--- src/rtl/bcd_xs3_pkg.sv ---
// Shared types and constants for the BCD to Excess-3 word sequencer.
package bcd_xs3_pkg;

  localparam int         DIGIT_W    = 4;
  localparam logic [3:0] XS3_OFFSET = 4'd3;
  localparam logic [3:0] BCD_MAX    = 4'd9;

  typedef enum logic [1:0] {
    IDLE = 2'd0,
    CONV = 2'd1,
    DONE = 2'd2
  } state_t;

  function automatic logic is_bcd_illegal(input logic [DIGIT_W-1:0] digit);
    return (digit > BCD_MAX);
  endfunction

endpackage

--- src/rtl/bcd_to_excess3.sv ---
// Combinational single-digit BCD to Excess-3 converter (digit + 3, 4-bit wrap).
module bcd_to_excess3
  import bcd_xs3_pkg::*;
(
  input  logic [DIGIT_W-1:0] bcd,
  output logic [DIGIT_W-1:0] excess3
);

  // Illegal inputs 10..15 wrap to 13,14,15,0,1,2; flagging is done by the caller.
  assign excess3 = bcd + XS3_OFFSET;

endmodule

--- src/rtl/bcd_xs3_word_seq.sv ---
// Converts a packed BCD word to Excess-3 one digit per clock, LSB digit first,
// through a single shared converter, with valid/ready on both sides.
module bcd_xs3_word_seq
  import bcd_xs3_pkg::*;
#(
  parameter int NDIGITS = 4,
  parameter int CNT_W   = (NDIGITS > 1) ? $clog2(NDIGITS) : 1
) (
  input  logic                   clk,
  input  logic                   rst_n,
  input  logic                   in_valid,
  output logic                   in_ready,
  input  logic [4*NDIGITS-1:0]   in_bcd,
  output logic                   out_valid,
  input  logic                   out_ready,
  output logic [4*NDIGITS-1:0]   out_xs3,
  output logic [NDIGITS-1:0]     out_err,
  output logic                   busy
);

  state_t                 r_state;
  state_t                 w_state_next;
  logic [CNT_W-1:0]       r_idx;
  logic [4*NDIGITS-1:0]   r_word;
  logic [4*NDIGITS-1:0]   r_xs3;
  logic [NDIGITS-1:0]     r_err;

  logic [DIGIT_W-1:0]     w_digits [NDIGITS];
  logic [DIGIT_W-1:0]     w_digit;
  logic [DIGIT_W-1:0]     w_digit_xs3;
  logic                   w_last;

  generate
    for (genvar gi = 0; gi < NDIGITS; gi++) begin : g_split
      assign w_digits[gi] = r_word[gi*DIGIT_W +: DIGIT_W];
    end
  endgenerate

  assign w_digit = w_digits[r_idx];
  assign w_last  = (r_idx == CNT_W'(NDIGITS - 1));

  bcd_to_excess3 u_conv (
    .bcd     (w_digit),
    .excess3 (w_digit_xs3)
  );

  always_ff @(posedge clk or negedge rst_n) begin
    if (!rst_n) begin
      r_state <= IDLE;
    end else begin
      r_state <= w_state_next;
    end
  end

  always_comb begin
    w_state_next = r_state;
    in_ready     = 1'b0;
    out_valid    = 1'b0;
    busy         = 1'b0;
    case (r_state)
      IDLE: begin
        in_ready = 1'b1;
        if (in_valid) w_state_next = CONV;
      end
      CONV: begin
        busy = 1'b1;
        if (w_last) w_state_next = DONE;
      end
      DONE: begin
        busy      = 1'b1;
        out_valid = 1'b1;
        if (out_ready) w_state_next = IDLE;
      end
      default: w_state_next = IDLE;
    endcase
  end

  // Results persist through DONE and IDLE; they are cleared only on a new capture.
  always_ff @(posedge clk or negedge rst_n) begin
    if (!rst_n) begin
      r_idx  <= '0;
      r_word <= '0;
      r_xs3  <= '0;
      r_err  <= '0;
    end else begin
      case (r_state)
        IDLE: begin
          if (in_valid) begin
            r_word <= in_bcd;
            r_xs3  <= '0;
            r_err  <= '0;
            r_idx  <= '0;
          end
        end
        CONV: begin
          for (int k = 0; k < NDIGITS; k++) begin
            if (r_idx == CNT_W'(k)) begin
              r_xs3[k*DIGIT_W +: DIGIT_W] <= w_digit_xs3;
              r_err[k]                    <= is_bcd_illegal(w_digit);
            end
          end
          r_idx <= w_last ? '0 : r_idx + 1'b1;
        end
        default: ;
      endcase
    end
  end

  assign out_xs3 = r_xs3;
  assign out_err = r_err;

endmodule

--- config.mk ---
export PLATFORM = sky130hd
export DESIGN_NAME = bcd_xs3_word_seq
export DESIGN_NICKNAME = d
export VERILOG_FILES = /design/src/rtl/bcd_xs3_pkg.sv /design/src/rtl/bcd_to_excess3.sv /design/src/rtl/bcd_xs3_word_seq.sv
export SDC_FILE = /design/constraint.sdc
export NUM_CORES = 1
export LEC_CHECK = 0
export BUFFER_PORTS_ARGS = -buffer_cell sky130_fd_sc_hd__clkbuf_2
export CELL_PAD_IN_SITES_DETAIL_PLACEMENT = 1
export CELL_PAD_IN_SITES_GLOBAL_PLACEMENT = 1
export CORE_ASPECT_RATIO = 1.2
export CORE_MARGIN = 8
export CORE_UTILIZATION = 38
export CTS_BUF_LIST = sky130_fd_sc_hd__clkbuf_16
export DETAILED_ROUTE_END_ITERATION = 12
export PLACE_DENSITY_LB_ADDON = 0.1
export REMOVE_ABC_BUFFERS = 1
export SYNTH_ARGS = -nofsm -noshare
export SYNTH_HDL_FRONTEND = slang
export SYNTH_SLANG_ARGS = --single-unit
export TNS_END_PERCENT = 1
--- constraint.sdc ---
create_clock -name clk -period 1.9 [get_ports clk]
set_input_delay 0.19 -clock clk [delete_from_list [all_inputs] [get_ports clk]]
set_output_delay 0.19 -clock clk [all_outputs]
set_load 0.05 [all_outputs]
; Word level (Yosys, flattened, before mapping)
; Cells that the tools add are included.
[totals]
ram_bits = 0
reg_bits = 40
out_inout_bits = 23
n_memories = 0
word_cells = 63
latch_bits = 0
romBits = 0
[classes]
muxes = 25
div = 0
add_sub_neg = 2
n_bitwise = 1
n_reduce_logical = 11
eq_ne = 11
n_mul = 0
n_lt_le_gt_ge = 2
shifts = 0
[op_table]
columns = operator, n
row1 = one-hot mux 16 bit (2 select lines), 1
row2 = 2-to-1 mux 4 bit, 7
row3 = 2-to-1 mux 16 bit, 1
row4 = AND reduction 3 bit, 5
row5 = != test 2 bit (second input constant), 6
row6 = 2-to-1 mux 2 bit, 5
row7 = binary-select mux 4 bit (select 2 bit), 1
row8 = one-hot mux 4 bit (2 select lines), 1
row9 = 2-to-1 mux 1 bit, 7
row10 = == test 2 bit (second input constant), 3
row11 = one-hot mux 2 bit (3 select lines), 1
row12 = adder 4 x 2 -> 4 bit (second input constant), 1
row13 = == test 2 x 1 -> 1 bit (second input constant), 2
row14 = > comparator 4 bit (second input constant), 1
row15 = zero test 2 bit, 2
row16 = one-hot mux 2 bit (2 select lines), 1
row17 = AND reduction 2 bit, 2
row18 = >= comparator 3 bit (second input constant), 1
row19 = NOT 2 -> 3 bit, 1
row20 = adder 2 x 1 -> 2 bit (second input constant), 1
row21 = nonzero test 2 bit, 1
row22 = OR reduction 2 bit, 1

; Depth between registers and ports, before layout
[depth]
depth_word = 7
ltp_mapped = 7

; Cells and area by module
; From an unflattened synthesis, not the netlist that was laid out.
[hier_totals]
cells_unflattened = 131
area_unflattened_um2 = 1878.1
[modules_own_cells]
columns = mod, cells_per_inst, seq_area_each_um2, n_inst, area_each_um2
row1 = bcd_xs3_word_seq, 124, 1001.0, 1, 1828.0
row2 = bcd_to_excess3, 7, 0.0, 1, 50.0

; Worst setup path after synthesis
; No wires, ideal clock.
[synth_path]
path_kind = flip-flop to flip-flop
startpoint = register r_state[0]
endpoint = register r_err[1] (netlist: out_err[1])
stages_incl_launch_ff = 6
required_ns = 1.775
n_path_buf = 0
setup_time_ns = 0.125
slack_ns = -0.158
arrival_time_ns = 1.934
synth_period_minus_slack_ns = 2.058
cell_sequence = dfrtp_1 inv_1 ha_1 mux2i_1 a21oi_1 mux2_2
[synth_via]
elab_chain_cells = 3
elab_cells_between_ends = 7
cone_classes = 3 x eq/ne / 1 x mux / 3 x reduce/logical
[synth_rtl]
columns = element, line_no
row1 = start: declaration, bcd_xs3_word_seq.sv:21  ; state_t r_state;
row2 = start signal: assignment, bcd_xs3_word_seq.sv:51  ; r_state <= w_state_next;
row3 = == test 2 x 1 -> 1 bit or zero test 2 bit (tied branches), bcd_xs3_word_seq.sv:86  ; case (r_state)
row4 = != test 2 bit (no line) or nonzero test 2 bit (tied branches), n/a
row5 = AND reduction 3 bit (no line), n/a
row6 = end signal: indexed assignment, bcd_xs3_word_seq.sv:99  ; r_err[k] <= is_bcd_illegal(w_digit);
row7 = end: declaration, bcd_xs3_word_seq.sv:26  ; logic [NDIGITS-1:0] r_err;
; Parallel ways exist; a longest one is shown, timed or not.
; A chain may end at the register's enable or synchronous reset.

; Worst setup path after layout
[layout_path]
startpoint = register r_idx[0]
endpoint = register r_err[3] (netlist: out_err[3])
[layout_via]
elab_chain_cells = 7
elab_cells_between_ends = 10
cone_classes = 1 x order compare / 2 x eq/ne / 5 x mux / 1 x bitwise / 1 x reduce/logical
[layout_rtl]
columns = element, line_no
row1 = start: declaration, bcd_xs3_word_seq.sv:23  ; logic [CNT_W-1:0] r_idx;
row2 = start signal: assignment, bcd_xs3_word_seq.sv:102  ; r_idx <= w_last ? '0 : r_idx + 1'b1;
row3 = NOT 2 -> 3 bit (not written as such), bcd_xs3_word_seq.sv:39  ; assign w_digit = w_digits[r_idx];
row4 = binary-select mux 4 bit (select 2 bit), bcd_xs3_word_seq.sv:39
row5 = 2-to-1 mux 4 bit (not written as such) (2 in series), bcd_xs3_word_seq.sv:39
row6 = > comparator 4 bit, bcd_xs3_pkg.sv:15  ; return (digit > BCD_MAX);
row7 = 2-to-1 mux 1 bit, bcd_xs3_word_seq.sv:97  ; if (r_idx == CNT_W'(k)) begin
row8 = one-hot mux 4 bit (2 select lines), bcd_xs3_word_seq.sv:86
; Parallel ways exist; a longest one is shown, timed or not. The select of a mux whose other input is x is not followed.

==> flow_summary.yaml <==
run_status:
  status: "finished, final reports clean"
clocking:
  clock-sinks: 40
  clkTransAtPathRegs_ps: 60
  clockRootBuffer: "clkbuf_16"
  cts_buffer_depth: 2
  cts_inserted_buffers: 5
  htreeDepth: 2
  cts_tree: "done"
  insertion_delay_ps: 280
  post_cts.repair.setup_buffers: 0
worst_hold_path:
  holdCritStartpoint: "in_bcd[11]"
  hold_path_end: "r_word[11]"
  holdPathStages: 2
  min_path_type: "in2reg"
global_routing:
  antenna_found_initial: 0
  grt-ovfl-total: 0
  grt_pass1_wl_mm: 7.12
  grt_max_degree: 19
  grtUsageTotal_pct: 12.2
  grt_pass1_vias: 1464
synthesis:
  synth.distinct_cells: 25
  syn-mean-instance-area_um2: 13.6
  synth_warnings: 0
  ys_seq_area_share_pct: 53.7
  postSynthRegisterBits: 40
  synth_area_um2: 1860
  synthCells: 137
drt:
  route.detailed.drc: 0
  ant_nets: 0
  drt_iter0_drc: 29
  wl_mm: 4.33
  dr.pass1.iters: 4
  via_count: 1240
  post_drt_wl_per_cell_um: 16.8
  viasPerCell: 4.82
worst_setup_path:
  critPathMaxFanout: 4
  path_class: "reg2reg"
  cp_slowest_cell: "mux4_2"
  reg2reg_slack_ps: 10
  cp-start-kind: "register"
  crit-reg2reg-launch: "r_idx[0]"
  rr_worst_depth: 6
  slowest_delay_ps: 560
  timing.rr.end: "out_err[3]"
  arrival_ps: 2050
  path_cells: "mux4_2 > inv_4 > ha_4 > nor2_2 > o211a_1 > mux2_4"
  cp-end-kind: "register"
  worstPathRequired_ps: 2060
layout:
  area_growth_pct: 31.5
  fin_util_pct: 50.7
  multi_input_area_um2: 862
  drive_gt1_share_pct: 57.4
  final_cell_mix: "42 x clkbuf_2, 39 x dfrtp_1, 28 x mux2_2"
  n_antenna_cell: 0
  mostFrequentLayoutCell: "clkbuf_2"
  final_nets: 226
  final-seq-area_um2: 1000
  final_cells: 257
  fill_cells: 531
floorplanning:
  die_x_um: 79.9
  die_area_um2: 7410
  num_rows: 28
  die_y_um: 92.7
  initial_utilization_pct: 38.6
  io_pins: 43
  core_area_um2: 4830
sta:
  max_slew.worst_pin.slew_ps: 411
  worst_hold_slack_ps: 145
  rsz0062_at_grt: "true"
  layout_setup_ws_ps: 14.2
  max_clock_freq_mhz: 530
  relSlewSlack_pct: 72.6
  finalSetupTns_ps: 0
  period_needed_ps: 1890
  hold_viol: 0
  min_period_over_period_pct: 99.3
  fin_skew_ps: 5.00
  drv_slew: 0
  finalSetupViolCount: 0
power_and_ir_drop:
  p_leak_uw: 0.00121
  powerDensity_nw_per_um2: 2070
  max-vdd-ir-drop_mv: 0.690
job:
  maxCapViolCount: 0
placement:
  dp_hpwl_mm: 3.43
  io_buffers: 42
  gp_congestion: 0.769
  place_ws_ps: -85.0
  dp_cells: 248
==> Yosys cell counts <==
library cell / count / area [um2]
xnor2_1: 1 / 8.76
o21a_1: 1 / 7.51
nand3_1: 2 / 10.0
nand2_1: 6 / 22.5
a21oi_1: 3 / 15.0
nor2_1: 2 / 7.51
nand2b_1: 2 / 12.5
o21ai_0: 2 / 10.0
o2bb2ai_1: 1 / 8.76
and2_1: 2 / 12.5
xor2_2: 1 / 16.3
dfrtp_1: 40 / 1000
clkbuf_1: 3 / 11.3
a22o_1: 2 / 17.5
mux2_2: 32 / 360
o211a_1: 1 / 10.0
a21boi_1: 1 / 7.51
mux4_2: 4 / 90.1
o21ai_2: 1 / 8.76
inv_1: 13 / 48.8
mux2i_1: 1 / 10.0
o22ai_1: 3 / 18.8
buf_6: 1 / 11.3
ha_1: 10 / 125
nor2b_1: 2 / 12.5
==> registers in the layout, summed over array words and instances (netlist names) <==
name	count
out_err	4
r_state	2
out_xs3	16
r_word	16
r_idx	2
==> routing by layer <==
layer  up-vias  track usage (%)  part of all wire [%]
met5         -                0                     0
met4         0             3.95                   1.4
met3         6             4.84                   6.5
met2        33             21.2                    54
met1       613             13.0                    39
li1        588                -                     -
==> how the worst max path moves through the flow <==
stage            endpoint       start  slack [ps]
2_1_floorplan  out_err[0]  r_state[0]        -160
3_3_place_gp   out_err[2]    r_idx[0]         -30
3_5_place_dp   out_err[2]    r_idx[0]         -90
4_1_cts        out_err[2]    r_idx[0]         -60
5_1_grt        out_err[3]    r_idx[0]         -50
6_report       out_err[3]    r_idx[0]          10
==> metrics by stage <==
stage                     power [uW]  instance area, um2
after floorplan                 3270                1840
after global placement          3960                2220
after detailed placement        4080                2220
after CTS                       5010                2400
after global routing            5390                2450
final                           5070                2450
==> report_power, final <==
group	leakage [uW]	internal [uW]	total, uW	switching, uW
Clock	0.0000736	483	804	321
Combinational	0.000633	1220	2870	1650
Sequential	0.000505	1200	1400	199
Total	0.00121	2910	5070	2170
==> timing repair <==
item,CTS,global route
gates resized for setup,8,12
hold endpoints to repair,5,0
pin swaps,1,3
endpoints found under the setup margin,10,17
hold buffers,1,0
cloned,0,0
==> cells by family (layout without fill, tap and decap cells) <==
group,Yosys count,after routing,synth area share (%)
mux,37,37,24.7
buf+inv,17,77,3.83
fa+ha+maj,10,10,6.71
compound gates,15,15,5.57
flops,40,40,53.7
simple gates,16,16,4.16
xor+xnor,2,2,1.34
==> cell type report <==
cell class / count / share of cell area, %
inverters: 13 / 2.09
clock inverters: 3 / 0.765
well taps: 60 / 3.06
multi-input cells: 80 / 35.2
clock buffers: 5 / 5.10
flip-flops and latches: 40 / 40.9
repair buffers: 56 / 13.0
==> critical path: cells and delay by family, from the launching register on <==
kind | cells | cell delay (ps)
compound gates | 1 | 250
simple gates | 1 | 30
mux | 2 | 840
fa+ha+maj | 1 | 140
flops | 1 | 410
buf+inv | 1 | 100
Note: power is estimated with default switching activity, not from simulation.
